==> config.mk <==
export PLATFORM = sky130hd
export DESIGN_NAME = spectrum_bin_writer
export DESIGN_NICKNAME = d
export VERILOG_FILES = /design/src/rtl/spectrum_pkg.sv /design/src/rtl/spectrum_mag_pipe.sv /design/src/rtl/spectrum_bin_writer.sv
export SDC_FILE = /design/constraint.sdc
export NUM_CORES = 1
export LEC_CHECK = 0
export CAP_MARGIN = 25
export CORE_ASPECT_RATIO = 2
export CORE_MARGIN = 2
export CORE_UTILIZATION = 31
export CTS_CLUSTER_DIAMETER = 30
export DETAILED_ROUTE_END_ITERATION = 6
export PLACE_DENSITY = 0.53
export SLEW_MARGIN = 10
export SYNTH_ARGS = -nofsm -noshare
export SYNTH_HDL_FRONTEND = slang
export SYNTH_SLANG_ARGS = --single-unit
==> constraint.sdc <==
create_clock -name clk -period 3.6 [get_ports clk]
set_clock_uncertainty 0.1 [all_clocks]
set_input_delay 0.72 -clock clk [delete_from_list [all_inputs] [get_ports clk]]
set_output_delay 0.72 -clock clk [all_outputs]
set_load 0.05 [all_outputs]
==> src/rtl/spectrum_pkg.sv <==
// Shared types and helpers for the spectrum bar-table writer.
// Contents:
//   NUM_BINS_DEFAULT  default number of bins per frame and the table depth
//   HEIGHT_W          width of a bar height, in bits
//   CPLX_W            width of one complex bin word (re and im, 18 bits each)
//   height_t          unsigned bar height
//   bin_word_t        one table word: [35:18] = height, [17:0] = 0
//   comp_t            signed real or imaginary component
//   abs_sat()         absolute value that saturates the most negative input
package spectrum_pkg;

  localparam int unsigned NUM_BINS_DEFAULT = 16;
  localparam int unsigned HEIGHT_W         = 18;
  localparam int unsigned CPLX_W           = 36;

  typedef logic [HEIGHT_W-1:0]        height_t;
  typedef logic [CPLX_W-1:0]          bin_word_t;
  typedef logic signed [CPLX_W/2-1:0] comp_t;

  // The negation of the most negative value does not fit in 18 bits,
  // so that one input maps to the largest positive value instead.
  function automatic height_t abs_sat(input comp_t x);
    if (!x[CPLX_W/2-1]) begin
      return height_t'(x);
    end
    if (x == {1'b1, {(CPLX_W/2-1){1'b0}}}) begin
      return {1'b0, {(HEIGHT_W-1){1'b1}}};
    end
    return height_t'(-x);
  endfunction

endpackage

==> src/rtl/spectrum_mag_pipe.sv <==
// Two-stage magnitude pipe: converts one complex bin into a bar height.
//   Stage 1 registers |re| and |im| (saturating abs).
//   Stage 2 registers (|re|+|im|) >> MAG_SHIFT, clamped to MAX_HEIGHT.
// A valid bit, the bin index and the last flag travel alongside the data.
// Ports:
//   clk_i, rst_ni   clock, asynchronous active-low reset
//   flush_i         drop everything currently in flight
//   valid_i         a bin enters the pipe this cycle
//   re_i, im_i      signed components of the bin
//   idx_i, last_i   bin index and end-of-frame flag carried along
//   valid_o         height_o / idx_o / last_o hold a result this cycle
//   idx_o, last_o   index and flag of the result
//   height_o        clamped bar height
module spectrum_mag_pipe
  import spectrum_pkg::*;
#(
  parameter int unsigned IDX_W      = 4,
  parameter int unsigned MAG_SHIFT  = 4,
  parameter int unsigned MAX_HEIGHT = 480
) (
  input  logic             clk_i,
  input  logic             rst_ni,
  input  logic             flush_i,
  input  logic             valid_i,
  input  comp_t            re_i,
  input  comp_t            im_i,
  input  logic [IDX_W-1:0] idx_i,
  input  logic             last_i,
  output logic             valid_o,
  output logic [IDX_W-1:0] idx_o,
  output logic             last_o,
  output height_t          height_o
);

  typedef logic [HEIGHT_W:0] sum_t;

  logic             s1_valid_q, s1_last_q;
  logic [IDX_W-1:0] s1_idx_q;
  height_t          s1_re_q, s1_im_q;

  logic             s2_valid_q, s2_last_q;
  logic [IDX_W-1:0] s2_idx_q;
  height_t          s2_height_q;

  sum_t    sum, shifted;
  height_t height_d;

  always_comb begin
    sum      = {1'b0, s1_re_q} + {1'b0, s1_im_q};
    shifted  = sum >> MAG_SHIFT;
    height_d = (shifted > sum_t'(MAX_HEIGHT)) ? height_t'(MAX_HEIGHT)
                                              : shifted[HEIGHT_W-1:0];
  end

  always_ff @(posedge clk_i or negedge rst_ni) begin
    if (!rst_ni) begin
      s1_valid_q  <= 1'b0;
      s1_last_q   <= 1'b0;
      s1_idx_q    <= '0;
      s1_re_q     <= '0;
      s1_im_q     <= '0;
      s2_valid_q  <= 1'b0;
      s2_last_q   <= 1'b0;
      s2_idx_q    <= '0;
      s2_height_q <= '0;
    end else begin
      s1_valid_q  <= valid_i & ~flush_i;
      s1_last_q   <= last_i;
      s1_idx_q    <= idx_i;
      s1_re_q     <= abs_sat(re_i);
      s1_im_q     <= abs_sat(im_i);
      s2_valid_q  <= s1_valid_q & ~flush_i;
      s2_last_q   <= s1_last_q;
      s2_idx_q    <= s1_idx_q;
      s2_height_q <= height_d;
    end
  end

  assign valid_o  = s2_valid_q;
  assign idx_o    = s2_idx_q;
  assign last_o   = s2_last_q;
  assign height_o = s2_height_q;

endmodule

==> src/rtl/spectrum_bin_writer.sv <==
// Producer side of the bar table read by the graphics controller.
// Accepts a valid/ready stream of complex FFT bins (0..NUM_BINS-1 in order),
// converts each to a bar height, collects them in a back buffer and publishes
// a complete table to the front register only on a frame_start pulse.
// Ports:
//   clk, rst_n       clock, asynchronous active-low reset
//   in_valid         upstream bin valid
//   in_ready         bin can be accepted (low while a table awaits publication)
//   in_re, in_im     signed bin components
//   in_last          asserted with the final bin of a frame
//   frame_start      one-cycle pulse at the start of vertical blanking
//   frequencies      published table; each word [35:18] = height, [17:0] = 0
//   swapped          one-cycle pulse after the front table is updated
//   seq_err          one-cycle pulse after a framing error discarded a frame
module spectrum_bin_writer
  import spectrum_pkg::*;
#(
  parameter int unsigned NUM_BINS   = NUM_BINS_DEFAULT,
  parameter int unsigned MAG_SHIFT  = 4,
  parameter int unsigned MAX_HEIGHT = 480
) (
  input  logic                       clk,
  input  logic                       rst_n,
  input  logic                       in_valid,
  output logic                       in_ready,
  input  comp_t                      in_re,
  input  comp_t                      in_im,
  input  logic                       in_last,
  input  logic                       frame_start,
  output bin_word_t [NUM_BINS-1:0]   frequencies,
  output logic                       swapped,
  output logic                       seq_err
);

  localparam int unsigned IDX_W = (NUM_BINS > 1) ? $clog2(NUM_BINS) : 1;

  logic [IDX_W-1:0]         cnt_q, cnt_d;
  logic                     pending_q, pending_d;
  height_t [NUM_BINS-1:0]   back_q, back_d;
  bin_word_t [NUM_BINS-1:0] freq_q, freq_d;
  logic                     swapped_q, seq_err_q;

  logic             accept, last_bin, frame_err;
  logic             p_valid, p_last, wr_en, commit, swap;
  logic [IDX_W-1:0] p_idx;
  height_t          p_height;

  // Ready is forced low while reset is asserted, not just after it.
  assign in_ready  = rst_n & ~pending_q;
  assign accept    = in_valid & in_ready;
  assign last_bin  = (cnt_q == IDX_W'(NUM_BINS - 1));
  // in_last and the final counter position must coincide.
  assign frame_err = accept & (in_last != last_bin);

  spectrum_mag_pipe #(
    .IDX_W      (IDX_W),
    .MAG_SHIFT  (MAG_SHIFT),
    .MAX_HEIGHT (MAX_HEIGHT)
  ) u_mag_pipe (
    .clk_i    (clk),
    .rst_ni   (rst_n),
    .flush_i  (frame_err),
    .valid_i  (accept & ~frame_err),
    .re_i     (in_re),
    .im_i     (in_im),
    .idx_i    (cnt_q),
    .last_i   (in_last),
    .valid_o  (p_valid),
    .idx_o    (p_idx),
    .last_o   (p_last),
    .height_o (p_height)
  );

  // A bin leaving the pipe in an error cycle belongs to the discarded frame.
  assign wr_en  = p_valid & ~frame_err;
  assign commit = wr_en & p_last;
  assign swap   = frame_start & (pending_q | commit);

  always_comb begin
    back_d    = back_q;
    freq_d    = freq_q;
    pending_d = pending_q;
    cnt_d     = cnt_q;

    if (wr_en) begin
      back_d[p_idx] = p_height;
    end

    // Publishing from back_d lets a commit and a swap share one cycle.
    if (swap) begin
      for (int unsigned i = 0; i < NUM_BINS; i++) begin
        freq_d[i] = {back_d[i], {HEIGHT_W{1'b0}}};
      end
      pending_d = 1'b0;
    end else if (commit) begin
      pending_d = 1'b1;
    end

    if (frame_err || (accept && last_bin)) begin
      cnt_d = '0;
    end else if (accept) begin
      cnt_d = cnt_q + IDX_W'(1);
    end
  end

  always_ff @(posedge clk or negedge rst_n) begin
    if (!rst_n) begin
      cnt_q     <= '0;
      pending_q <= 1'b0;
      back_q    <= '0;
      freq_q    <= '0;
      swapped_q <= 1'b0;
      seq_err_q <= 1'b0;
    end else begin
      cnt_q     <= cnt_d;
      pending_q <= pending_d;
      back_q    <= back_d;
      freq_q    <= freq_d;
      swapped_q <= swap;
      seq_err_q <= frame_err;
    end
  end

  assign frequencies = freq_q;
  assign swapped     = swapped_q;
  assign seq_err     = seq_err_q;

endmodule
==> metrics.txt, run 1 <==
H-tree Lvls 3; die extent in x 214 um; Final setup violation count 0; final hold violations 0; Vias/cell roughly 4.3; hold slack 0.246 ns; Yosys top cell by area dfrtp_1; r2r startpoint cnt_q[0]$_DFFE_PN0P_; arrival time worst endpoint 3.56 ns; Worst Hold End u_mag_pipe.idx_o[2]$_DFF_PN0_; routability congestion estimate from global placement between 0.7 and 0.8; top cell type's share of synthesized area 0.592; die footprint 90,700 sq um; leak pwr between 15 and 20 nW; Least-Margin Pin Slew 1.08 ns; fraction of registers with async set/reset 1.00; Final #Nets 2,398; HP Start u_mag_pipe.s1_idx_q[2]$_DFF_PN0_; Main synth FF type dfrtp_1; dpl ws 0.0571 ns; Comb pwr share 0.154; Period Utilization, post-route 0.868; Max Fanout on Critical Path 18; CP required about 4.0 ns; FF-to-FF path depth 9; top post-synthesis cells by count dfrtp_1, mux2_2, buf_4, nand2_1, nor2b_1; Clock power frac 0.478; Max Root-Sink Buffers 3; Post-synth EDFFs 0; Max rail drop VDD 0.000488 V; Max Cap Viol 0; switching power 6.32 mW; first-pass GRT wire length slightly above 100,000 um; crit path setup slack, layout ~0.47 ns; wire length per cell 18.6 um; Hold Path Stages 0; RR Endpoint frequencies[166]$_DFFE_PN0P_; vias in the first global route around 16k; total track usage 0.147; cts repair resizes 0; status completed; type of the tightest min-delay check flip-flop to flip-flop; Seq/Total Area, Yosys 0.592; Port Buf Inserts 331; DR pass1 iterations 4; largest net degree at the start of global routing roughly 170; cell row count 154; critical setup path kind primary input to flip-flop; Yosys reg bits 646; initial antenna violation count 2; most frequent cell after synthesis dfrtp_1; Root Buffer clkbuf_16; grt total ovfl 0; Post-Syn Area per Cell 14.2 sq um; fmax 0.320 GHz; Post-Syn Area 27,300 sq um; max-slew violation count 0; sequential power share 0.368; Num CTS Buffers 103; initial DRC count 612; CTS tree yes; via count 15.3k; ranking of synthesized cells by area dfrtp_1, mux2_2, buf_4; Power Density 622 nW/um^2; io pins 620; RSZ-0062 raised after global routing false; Worst setup SP type primary input; Skew-Pair Late Insertion Delay 0.67 ns; core area about 88,000 sq um; switching share of total power 0.289; Critical Path End Type flip-flop; area delta synth->final 28.6%; Clock transition at path regs 0.05 ns; Initial Util 0.312; # DRC 0; setup TNS 0 ns; Yosys warnings 0; Die H 424 um; post-route ant nets 0; crit path time final 3.13 ns; Worst R2R Setup Slack 0.60 ns; Clock Sinks ~650; Yosys cell types 69; Syn Inst Count around 1.9k; final wirelength 66,900 um; Core Util, Final 0.401; Slew headroom 0.281; detailed placement HPWL between 40,000 and 50,000 um; cell-internal power 15.5 mW; share of cells above drive strength 1 0.323
metal layers:
metal | global-route usage | vias up | part of all wire
li1 | - | 6886 | -
met1 | 0.200 | 7787 | 0.45
met2 | 0.207 | 553 | 0.42
met3 | 0.0651 | 93 | 0.11
met4 | 0.0469 | 0 | 0.020
met5 | 0 | - | 0
layout make-up:
| type | count | area [sq um] |
|---|---|---|
| sequential | 646 | 16200 |
| timing repair buffer | 388 | 4150 |
| inverter | 8 | 30.0 |
| multi-input combinational | 1190 | 9590 |
| fill | 8235 | 52500 |
| clock inverter | 63 | 863 |
| tap | 1170 | 1460 |
| clock buffer | 132 | 2860 |
| antenna | 1 | 2.50 |
metrics by stage:
stage	std cells	cell area [sq um]	total power [mW]
after global routing	3598	35100	22.7
after CTS	3593	35000	22.1
after detailed placement	3397	31300	11.5
after global placement	3395	31300	11.5
final	3598	35100	21.9
after floorplan	2218	28400	10.7
worst max path at each step:
| stage | end | cells after the start | startpoint | slack, ns |
|---|---|---|---|---|
| final | frequencies[166]$_DFFE_PN0P_ | 10 | rst_n | 0.47 |
| after global placement | frequencies[168]$_DFFE_PN0P_ | 8 | in_last | 0.09 |
| after detailed placement | frequencies[166]$_DFFE_PN0P_ | 8 | in_last | 0.06 |
| after floorplan | frequencies[314]$_DFFE_PN0P_ | 9 | rst_n | 0.40 |
| after CTS | frequencies[166]$_DFFE_PN0P_ | 10 | rst_n | 0.50 |
| after global routing | frequencies[167]$_DFFE_PN0P_ | 10 | rst_n | 0.40 |
layout by cell type, fill, tap and decap left out, types with 15 or more instances in the layout:
cell               n
nand2_1           55
xor2_1            28
clkdlybuf4s50_1  329
dfrtp_1          646
buf_12            25
bufinv_16         15
mux2_1            15
conb_1           294
mux2_2           507
ha_1              20
o21ai_0           23
buf_4             26
clkbuf_8          15
nor2b_1           47
clkbuf_16        104
a21oi_1           18
logic make-up (layout without fill, tap and decap cells):
| kind of cell | count (synthesis) | after routing | share of synthesized area |
|---|---|---|---|
| other | 1 | 295 | 0.000137 |
| AO/OA/AOI/OAI | 96 | 96 | 0.0239 |
| buffers and inverters | 382 | 591 | 0.0975 |
| flip-flops | 646 | 646 | 0.592 |
| XOR/XNOR | 39 | 39 | 0.0125 |
| AND/OR/NAND/NOR | 211 | 211 | 0.0457 |
| multiplexers | 530 | 530 | 0.219 |
| adder cells (fa/ha/maj) | 20 | 20 | 0.00916 |
critical path: stages:
cell and delay [ns]:
dlygate4sd3_1 0.57, buf_8 0.16, nor2b_2 0.19, nand2_2 0.16
o21ai_2 0.12, or3b_1 0.55, nor3_4 0.24, buf_12 0.21
mux2_2 0.35, mux2_2 0.27
power by group through the flow:
stage,Clock [mW],Combinational (mW),Sequential (mW)
after global placement,0,3.33,8.16
after CTS,10.7,3.37,8.06
after floorplan,0,1.84,8.84
after detailed placement,0,3.36,8.17
final,10.4,3.37,8.04
after global routing,11.1,3.57,8.11
sequential cells by signal (all words and copies together) (netlist names), 4 cells and up:
signal / cells
u_mag_pipe.height_o: 15
u_mag_pipe.s1_idx_q: 4
u_mag_pipe.s1_re_q: 18
u_mag_pipe.idx_o: 4
u_mag_pipe.s1_im_q: 18
cnt_q: 4
frequencies: 288
back_q: 288
what timing repair did:
| action | 4_1_cts | 5_1_grt |
|---|---|---|
| buffers inserted | 0 | 0 |
| endpoints found under the hold margin | 16 | 0 |
| hold buffers | 1 | 0 |
Power figures use the tool's default switching activity.
==> inputs of run 2 (changes only) <==
--- a/config.mk
+++ b/config.mk
@@ -6,13 +6,14 @@
 export NUM_CORES = 1
 export LEC_CHECK = 0
 export CAP_MARGIN = 25
-export CORE_ASPECT_RATIO = 2
-export CORE_MARGIN = 2
-export CORE_UTILIZATION = 31
+export CORE_AREA = 2 2 242 244
 export CTS_CLUSTER_DIAMETER = 30
 export DETAILED_ROUTE_END_ITERATION = 6
-export PLACE_DENSITY = 0.53
+export DIE_AREA = 0 0 244 246
+export GPL_TIMING_DRIVEN = 1
+export PLACE_DENSITY = 0.75
 export SLEW_MARGIN = 10
 export SYNTH_ARGS = -nofsm -noshare
 export SYNTH_HDL_FRONTEND = slang
 export SYNTH_SLANG_ARGS = --single-unit
+export TNS_END_PERCENT = 10
==> run 2 against run 1 <==
- routed wire length is 4.2% lower
- sequential power is 0.7% higher
- clock power is 7% higher
- non-clock buffer count is 18 lower
- final cell count is 11% lower
- power is 3.0% higher
- via count is 3.5% higher
- critical path type is now flip-flop to flip-flop
==> metrics.txt, run 2 (synthesis gave the netlist of run 1 again) <==
status completed; via count 15.9k; DR pass1 iterations 5; max-slew violation count 0; setup bufs post-CTS 0; area of the multi-input gates approximately 9600 sq um; io pins 620; Power Total around 23 mW; fmax around 0.32 GHz; Power Density ~650 nW/um^2; wire length per cell 20.0 um; arrival time worst endpoint 3.47 ns; area delta synth->final 27.5%; number of fill cells 4,225; routability congestion estimate from global placement 0.849; Port Buf Inserts 331; grt total ovfl 0; CP required 3.98 ns; # DRC 0; critical-path cell list ha_1 > a21oi_1 > o21ai_0 > a221o_1 > or3_1 > a22oi_1 > nand4_1 > or2_1; Initial Util 0.476; Max Fanout on Critical Path 9; Crit-path slowest cell ha_1; initial DRC count 748; Die H 246 um; Final #Nets 2,393; hold slack 0.124 ns; Max Root-Sink Buffers 3; Worst setup SP type flip-flop; Reg area 16,200 sq um; Clock transition at path regs approximately 0.050 ns; Max Cap Viol 0; Critical Path End Type flip-flop; core area 57,400 sq um; dpl ws 0.0475 ns; cts repair resizes 0; CP top delay family simple AND/OR/NAND/NOR gates; vias in the first global route 16.5k; Clock Sinks roughly 650; crit path setup slack, layout 0.508 ns; leading cell type in the layout, fill and taps excluded dfrtp_1; initial antenna violation count 2; H-tree Lvls 3; Core Util, Final 0.607; cell row count 88; leak pwr 17.0 nW; Least-Margin Pin Slew 1.10 ns; Slew headroom 0.267; critical setup path kind flip-flop to flip-flop; most frequent cells in the layout dfrtp_1, mux2_2, clkdlybuf4s50_1, conb_1, clkbuf_16; die extent in x 244 um; die footprint ~60,000 sq um; RSZ-0062 raised after global routing false; final wirelength between 60,000 and 70,000 um; Period Utilization, post-route 0.859; CTS Hold Bufs 0; Skew-Pair Late Insertion Delay 0.66 ns; Final setup violation count 0; setup TNS 0 ns; Num CTS Buffers 116; largest net degree at the start of global routing between 150 and 200; Max rail drop VDD 0.000488 V; detailed placement HPWL 42,300 um; share of cells above drive strength 1 0.328; Root Buffer clkbuf_16; type of the tightest min-delay check primary input to asynchronous set/reset pin; crit path time final 3.09 ns; worst path bufs/invs 0; CTS tree yes; first-pass GRT wire length approximately 99,000 um; Vias/cell 4.95; final hold violations 0; post-route ant nets 0; total track usage 0.213; slowest stage delay, CP 0.42 ns
==> run 2: cell count changes in the layout (fill, tap and decap cells not counted), sizes merged <==
cell,delta
clkinv,+13
inv,-1
bufinv,-3
diode,+1
clkinvlp,+8
buf,-17
dlygate4sd3,-1
clkbuf,+7
==> run 2: final timing paths <==
path / startpoint / to / slack [ns] / cells past startpoint
setup / recovery: u_mag_pipe.s1_im_q[9]$_DFF_PN0_ / u_mag_pipe.height_o[6]$_DFF_PN0_ / 0.51 / 8
hold / removal: rst_n / frequencies[277]$_DFFE_PN0P_ / 0.12 / 2
setup reg to reg: u_mag_pipe.s1_im_q[9]$_DFF_PN0_ / u_mag_pipe.height_o[6]$_DFF_PN0_ / 0.51 / 8
hold reg to reg: u_mag_pipe.s1_idx_q[0]$_DFF_PN0_ / u_mag_pipe.idx_o[0]$_DFF_PN0_ / 0.25 / 0
max in group asynchronous: rst_n / frequencies[344]$_DFFE_PN0P_ / 1.91 / 3
min in group clk: u_mag_pipe.s1_idx_q[0]$_DFF_PN0_ / u_mag_pipe.idx_o[0]$_DFF_PN0_ / 0.25 / 0
==> run 2: final cells by class <==
cell class                      count  share of cell area
Sequential cell                   646               0.464
Inverter                            8            0.000862
Clock inverter                     80              0.0260
Antenna cell                        2            0.000144
Clock buffer                      139              0.0926
Multi-Input combinational cell   1190               0.275
Tap cell                          765              0.0275
Timing Repair Buffer              370               0.113
==> run 2: worst reg2reg max path, delay by kind of cell, from the launching register on <==
kind | cells | cell delay (ns)
AND/OR/NAND/NOR | 3 | 1.05
AO/OA/AOI/OAI | 4 | 0.98
adder cells (fa/ha/maj) | 1 | 0.42
flip-flops | 1 | 0.36
==> run 2: per-stage QoR <==
step                instance area (sq um)  std cells
floorplan                           28400       2218
global placement                    30600       2974
finish                              34800       3200
CTS                                 34700       3195
global route                        34800       3200
detailed placement                  30600       2976
==> run 2: per-layer routing <==
layer | track usage | part of all wire | vias up
met1 | 0.269 | 0.40 | 8283
met3 | 0.0365 | 0.053 | 100
met2 | 0.364 | 0.52 | 573
met4 | 0.0845 | 0.028 | 0
li1 | - | - | 6894
met5 | 0 | 0 | -
==> run 2: power breakdown <==
group / switching [mW] / internal (mW) / total, mW
Combinational: 2.31 / 1.00 / 3.31
Clock: 3.82 / 7.29 / 11.1
Sequential: 0.316 / 7.78 / 8.10
